File: src/rtl/num_accu_pkg.sv
// Shared constants and types for the element stream between the line
// serializer and the pipelined accumulator.
package num_accu_pkg;

  localparam int CACHE_W_DEF = 512;
  localparam int DATA_W_DEF  = 32;
  localparam int LANES       = CACHE_W_DEF / DATA_W_DEF;
  localparam int LANE_IDX_W  = (LANES > 1) ? $clog2(LANES) : 1;

  typedef logic [DATA_W_DEF-1:0]  elem_t;
  typedef logic [CACHE_W_DEF-1:0] line_t;

endpackage

File: src/rtl/line_buf2.sv
// Two-entry line FIFO feeding the serializer.
// Head is always visible combinationally so lane selection needs no extra cycle.
module line_buf2 #(
  parameter int WIDTH = 512
) (
  input  logic             clk,
  input  logic             rst_n,
  input  logic             push,
  input  logic             pop,
  input  logic [WIDTH-1:0] din,
  output logic [WIDTH-1:0] head,
  output logic             full,
  output logic             empty
);

  logic [WIDTH-1:0] mem [2];
  logic             wr_sel;
  logic             rd_sel;
  logic [1:0]       count;
  logic             do_push;
  logic             do_pop;

  assign full    = (count == 2'd2);
  assign empty   = (count == 2'd0);
  assign do_push = push && !full;
  assign do_pop  = pop && !empty;
  assign head    = mem[rd_sel];

  // Storage is not reset: occupancy alone decides what is visible.
  always_ff @(posedge clk) begin
    if (do_push) begin
      mem[wr_sel] <= din;
    end
  end

  always_ff @(posedge clk or negedge rst_n) begin
    if (!rst_n) begin
      wr_sel <= 1'b0;
      rd_sel <= 1'b0;
      count  <= 2'd0;
    end else begin
      if (do_push) begin
        wr_sel <= ~wr_sel;
      end
      if (do_pop) begin
        rd_sel <= ~rd_sel;
      end
      case ({do_push, do_pop})
        2'b10:   count <= count + 2'd1;
        2'b01:   count <= count - 2'd1;
        default: count <= count;
      endcase
    end
  end

endmodule

File: src/rtl/num_split_tx.sv
// Serializes cache lines into one element per cycle with per-group last flag.
// Groups always start at lane 0 of a fresh line.
module num_split_tx
  import num_accu_pkg::*;
#(
  parameter int CACHE_WIDTH = CACHE_W_DEF,
  parameter int DATA_WIDTH  = DATA_W_DEF
) (
  input  logic                   clk,
  input  logic                   rst_n,
  input  logic [DATA_WIDTH-1:0]  size_out,
  input  logic                   line_valid,
  input  logic [CACHE_WIDTH-1:0] line_data,
  output logic                   line_ready,
  input  logic                   hold,
  output logic                   inc,
  output logic [DATA_WIDTH-1:0]  array,
  output logic                   last,
  output logic                   busy
);

  localparam int NLANES = CACHE_WIDTH / DATA_WIDTH;
  localparam int IDX_W  = (NLANES > 1) ? $clog2(NLANES) : 1;
  localparam logic [IDX_W-1:0] LAST_LANE = IDX_W'(NLANES - 1);

  logic [CACHE_WIDTH-1:0] head;
  logic                   full;
  logic                   empty;
  logic                   push;
  logic                   pop;
  logic                   emit;
  logic                   is_last;

  logic [IDX_W-1:0]       ptr;
  logic [DATA_WIDTH-1:0]  cnt;
  logic [DATA_WIDTH-1:0]  grp_size;
  logic [DATA_WIDTH-1:0]  cur_size;
  logic [DATA_WIDTH-1:0]  cnt_next;
  logic [DATA_WIDTH-1:0]  lanes [NLANES];

  line_buf2 #(
    .WIDTH (CACHE_WIDTH)
  ) u_buf (
    .clk   (clk),
    .rst_n (rst_n),
    .push  (push),
    .pop   (pop),
    .din   (line_data),
    .head  (head),
    .full  (full),
    .empty (empty)
  );

  assign line_ready = !full;
  assign push       = line_valid && line_ready;
  assign emit       = !empty && !hold;
  assign busy       = !empty || inc;

  always_comb begin
    for (int k = 0; k < NLANES; k++) begin
      lanes[k] = head[k*DATA_WIDTH +: DATA_WIDTH];
    end
  end

  // A zero size is treated as one-element groups; size is only taken at group start.
  always_comb begin
    cur_size = grp_size;
    if (cnt == '0) begin
      cur_size = (size_out == '0) ? DATA_WIDTH'(1) : size_out;
    end
    cnt_next = cnt + DATA_WIDTH'(1);
    is_last  = (cnt_next == cur_size);
    pop      = emit && ((ptr == LAST_LANE) || is_last);
  end

  always_ff @(posedge clk or negedge rst_n) begin
    if (!rst_n) begin
      ptr      <= '0;
      cnt      <= '0;
      grp_size <= '0;
      inc      <= 1'b0;
      last     <= 1'b0;
      array    <= '0;
    end else if (emit) begin
      array    <= lanes[ptr];
      inc      <= 1'b1;
      last     <= is_last;
      grp_size <= cur_size;
      cnt      <= is_last ? '0 : cnt_next;
      ptr      <= pop ? '0 : ptr + IDX_W'(1);
    end else begin
      inc      <= 1'b0;
      last     <= 1'b0;
    end
  end

endmodule

File: config.mk
export PLATFORM = sky130hd
export DESIGN_NAME = num_split_tx
export DESIGN_NICKNAME = d
export VERILOG_FILES = /design/src/rtl/num_accu_pkg.sv /design/src/rtl/line_buf2.sv /design/src/rtl/num_split_tx.sv
export SDC_FILE = /design/constraint.sdc
export NUM_CORES = 1
export LEC_CHECK = 0
export ABC_AREA = 1
export BUFFER_PORTS_ARGS = -buffer_cell sky130_fd_sc_hd__clkbuf_2
export CAP_MARGIN = 20
export CORE_MARGIN = 2
export CORE_UTILIZATION = 40
export DETAILED_ROUTE_END_ITERATION = 10
export PLACE_DENSITY = 0.57
export RECOVER_POWER = 50
export SYNTH_ARGS = -nofsm -noshare
export SYNTH_HDL_FRONTEND = slang
export SYNTH_SLANG_ARGS = --single-unit
File: constraint.sdc
create_clock -name clk -period 29 [get_ports clk]
set_input_delay 4.35 -clock clk [delete_from_list [all_inputs] [get_ports clk]]
set_output_delay 4.35 -clock clk [all_outputs]
set_load 0.01 [all_outputs]
==> flow_metrics.tcl <==
set metrics [dict create \
    crit_path_start_kind "input pin" \
    setup.worst_path.start "line_valid" \
    area_growth_pct 17.0 \
    ant_nets 0 \
    cap_violations 4 \
    finish.utilization_pct 47.4 \
    ys_warn_count 0 \
    cts_tree "yes" \
    cp.depth 6 \
    critPathTopFamily "buffers and inverters" \
    p_leak_nw 18.5 \
    clk_latency_ps 710 \
    holdCritPathClass "reg2reg" \
    power.density_mw_per_mm2 108 \
    synth_ff_type "edfxtp_1" \
    core_area_mm2 0.113 \
    drt_iter0_markers 3132 \
    post_cts_buffers 0 \
    finalClockSkew_ps 21.9 \
    synth_cell_types 31 \
    drive_gt1_share_pct 10.1 \
    grt_max_degree 167 \
    ctsRootBufferMaster "clkbuf_16" \
    failed_checks "max-capacitance violations, max-slew violations" \
    dp_hpwl_um 94500 \
    cp-end-kind "flop" \
    grt_pass1_wl_um 202000 \
    rsz0062_at_grt "no" \
    syn-cell-area_mm2 0.0457 \
    placed_area_mm2 0.0499 \
    worstSetupEndpoint "u_buf.mem[0][344]$_DFFE_PP_" \
    synth-seq-cells 1130 \
    die_y_um 342 \
    yosysSeqAreaShare_pct 73.1 \
    via_per_inst 5.43 \
    initial_core_util_pct 40.5 \
    antenna_found_initial 48 \
    reg2reg_from "u_buf.count[0]$_DFFE_PN0P_" \
    grt.overflow.total 0 \
    synth_nets 4312 \
    wl_um 144000 \
    die-area_mm2 0.117 \
    slew_headroom_pct -168 \
    layout.nets 4817 \
    final.min_clock_period_ps 9370 \
    required_ps 29310 \
    syn_inst 3760 \
    avgSynthCellArea_um2 12.1 \
    grt_pass1_vias 30000 \
    num_rows 123 \
    finalWeightedCongestion 0.883 \
    power_mw 5.74 \
    vias 32000 \
    drcViolationCount 0 \
    clock_path_buffers 3 \
    crit_fanout 74 \
    synth_edf_count 1024 \
    critPathMaxStageDelay_ps 2800 \
    async_flop_share_pct 9.38 \
    timing.rr.end "u_buf.mem[0][344]$_DFFE_PP_" \
    holdPathStages 2 \
    worst-setup-path-type "in2reg" \
    min_period_over_period_pct 32.3 \
    setup_viol 0 \
    status "finished, violations left" \
    rrSetupSlack_ps 22740 \
    worstPathArrival_ps 9680 \
    r2r_cells 7 \
    wl_per_cell_um 24.4 \
    cp_slowest_cell "clkbuf_1" \
    worst_slew_pin_slew_ps 4010 \
    numCtsBuffers 120 \
    cp.buffers_inverters 4 \
    ctsResizeCount 0 \
    path_cells "clkbuf_1, nand2_1, nor2_4, clkbuf_1, buf_4, buf_4" \
    holdBufCountCts 0 \
    drv_slew 214 \
    tns_ps 0 \
    final_area_mm2 0.0534 \
    cts.clk_slew.worst_paths_ps 60 \
    first_pass_iters 5 \
    io_pins 584 \
    fmax_ghz 0.107 \
    grtUsageTotal_pct 23.8 \
    htree_levels 3 \
    hold_viol_final 0 \
    clock_sinks 1130 \
    fp.dieW_um 342 \
    io_buffers 583 \
    ir_worst_vdd_uv 104 \
]
[metrics by stage]
| step | instances | setup WS, ps | hold WS (ps) |
|---|---|---|---|
| final | 5905 | 19630 | 480 |
| after detailed placement | 5643 | 20200 | 474 |
| after floorplan | 3760 | 1960 | 453 |
| after CTS | 5866 | 20950 | 489 |
| after global routing | 5895 | 19160 | 501 |
| after global placement | 5643 | 20210 | 468 |
[synth_stat cells, types with 2 or more instances]
cell type / instances / area share [%]
nand3_1: 143 / 1.6
clkbuf_1: 218 / 1.8
o21ai_0: 555 / 6.1
buf_4: 5 / 0.082
xor2_1: 10 / 0.19
o221ai_1: 64 / 1.2
nand2_1: 484 / 4.0
nand4_1: 4 / 0.055
buf_2: 4 / 0.044
o22ai_1: 192 / 2.6
inv_2: 3 / 0.025
buf_6: 3 / 0.074
nor3_1: 2 / 0.022
o21ai_1: 22 / 0.24
nand2_2: 6 / 0.082
nor2_2: 7 / 0.096
o2111ai_1: 64 / 1.2
a21oi_1: 2 / 0.022
nand3b_1: 5 / 0.082
nor2_4: 6 / 0.15
inv_1: 141 / 1.2
nor2_1: 636 / 5.2
buf_1: 10 / 0.082
ha_1: 4 / 0.11
dfrtp_1: 106 / 5.8
xnor2_1: 5 / 0.096
a31oi_1: 32 / 0.44
edfxtp_1: 1024 / 67
[sequential cells by signal (all words and copies together), names as in the netlist]
name / flops
u_buf.wr_sel: 1
u_buf.mem: 1024
inc: 1
last: 1
grp_size: 32
u_buf.count: 2
u_buf.rd_sel: 1
cnt: 32
array: 32
ptr: 4
[per-layer routing]
layer | track usage, % | wire (µm) | vias up
li1 | - | - | 14700
met1 | 32.8 | 60500 | 15900
met2 | 37.6 | 67900 | 1219
met3 | 4.44 | 11100 | 208
met4 | 8.78 | 4360 | 20
met5 | 0 | 127 | -
[worst register-to-register path, stage by stage, from the launching register on]
cell and delay (ps):
dfrtp_1 420, inv_1 60, nand2_1 120, nand2_1 140
nor2_4 90, clkbuf_1 2800, buf_4 1130, buf_4 960
[cell usage in the layout (no fill, tap or decap), types with 102 or more instances in the layout]
master and instances:
o21ai_0 555, nand3_1 143, clkbuf_1 412, edfxtp_1 1024, clkbuf_16 122, nand2_1 483
inv_1 137, clkbuf_2 197, dfrtp_1 102, nor2_1 633, o22ai_1 192
[report_power, final]
group | leakage, nW | internal [mW] | total, mW | switching (mW)
sequential | 10.8 | 2.22 | 2.34 | 0.118
combinational | 5.80 | 0.466 | 1.89 | 1.42
clock | 1.90 | 0.884 | 1.52 | 0.633
total | 18.5 | 3.57 | 5.74 | 2.17
[cells by family (layout without fill, tap and decap cells)]
group	count (synthesis)	in the layout	share of synthesized area (%)
and+or+nand+nor	1295	1295	11.3
buffers and inverters	384	990	3.26
adders and majority gates	4	4	0.110
DFF	1130	1130	73.1
other	0	39	0
xor gates and xnor gates	16	16	0.323
AOI/OAI and AO/OA	931	931	11.9
[worst min-delay path by stage]
stage | from | to | slack [ps]
6_report | grp_size[9]$_DFFE_PN0P_ | grp_size[9]$_DFFE_PN0P_ | 480
5_1_grt | grp_size[25]$_DFFE_PN0P_ | grp_size[25]$_DFFE_PN0P_ | 500
4_1_cts | grp_size[3]$_DFFE_PN0P_ | grp_size[3]$_DFFE_PN0P_ | 490
3_5_place_dp | grp_size[3]$_DFFE_PN0P_ | grp_size[3]$_DFFE_PN0P_ | 470
3_3_place_gp | grp_size[2]$_DFFE_PN0P_ | grp_size[2]$_DFFE_PN0P_ | 470
2_1_floorplan | grp_size[0]$_DFFE_PN0P_ | grp_size[0]$_DFFE_PN0P_ | 450
[area by class of cell]
cell class / count / area [µm²]
inverter: 144 / 556
multi-input combinational: 2246 / 10800
antenna: 39 / 97.6
clock buffer: 148 / 3150
tap: 1500 / 1880
fill: 10200 / 59400
clock inverter: 75 / 739
timing repair buffer: 623 / 2770
sequential: 1130 / 33400
(Power assumes the default switching activity.)
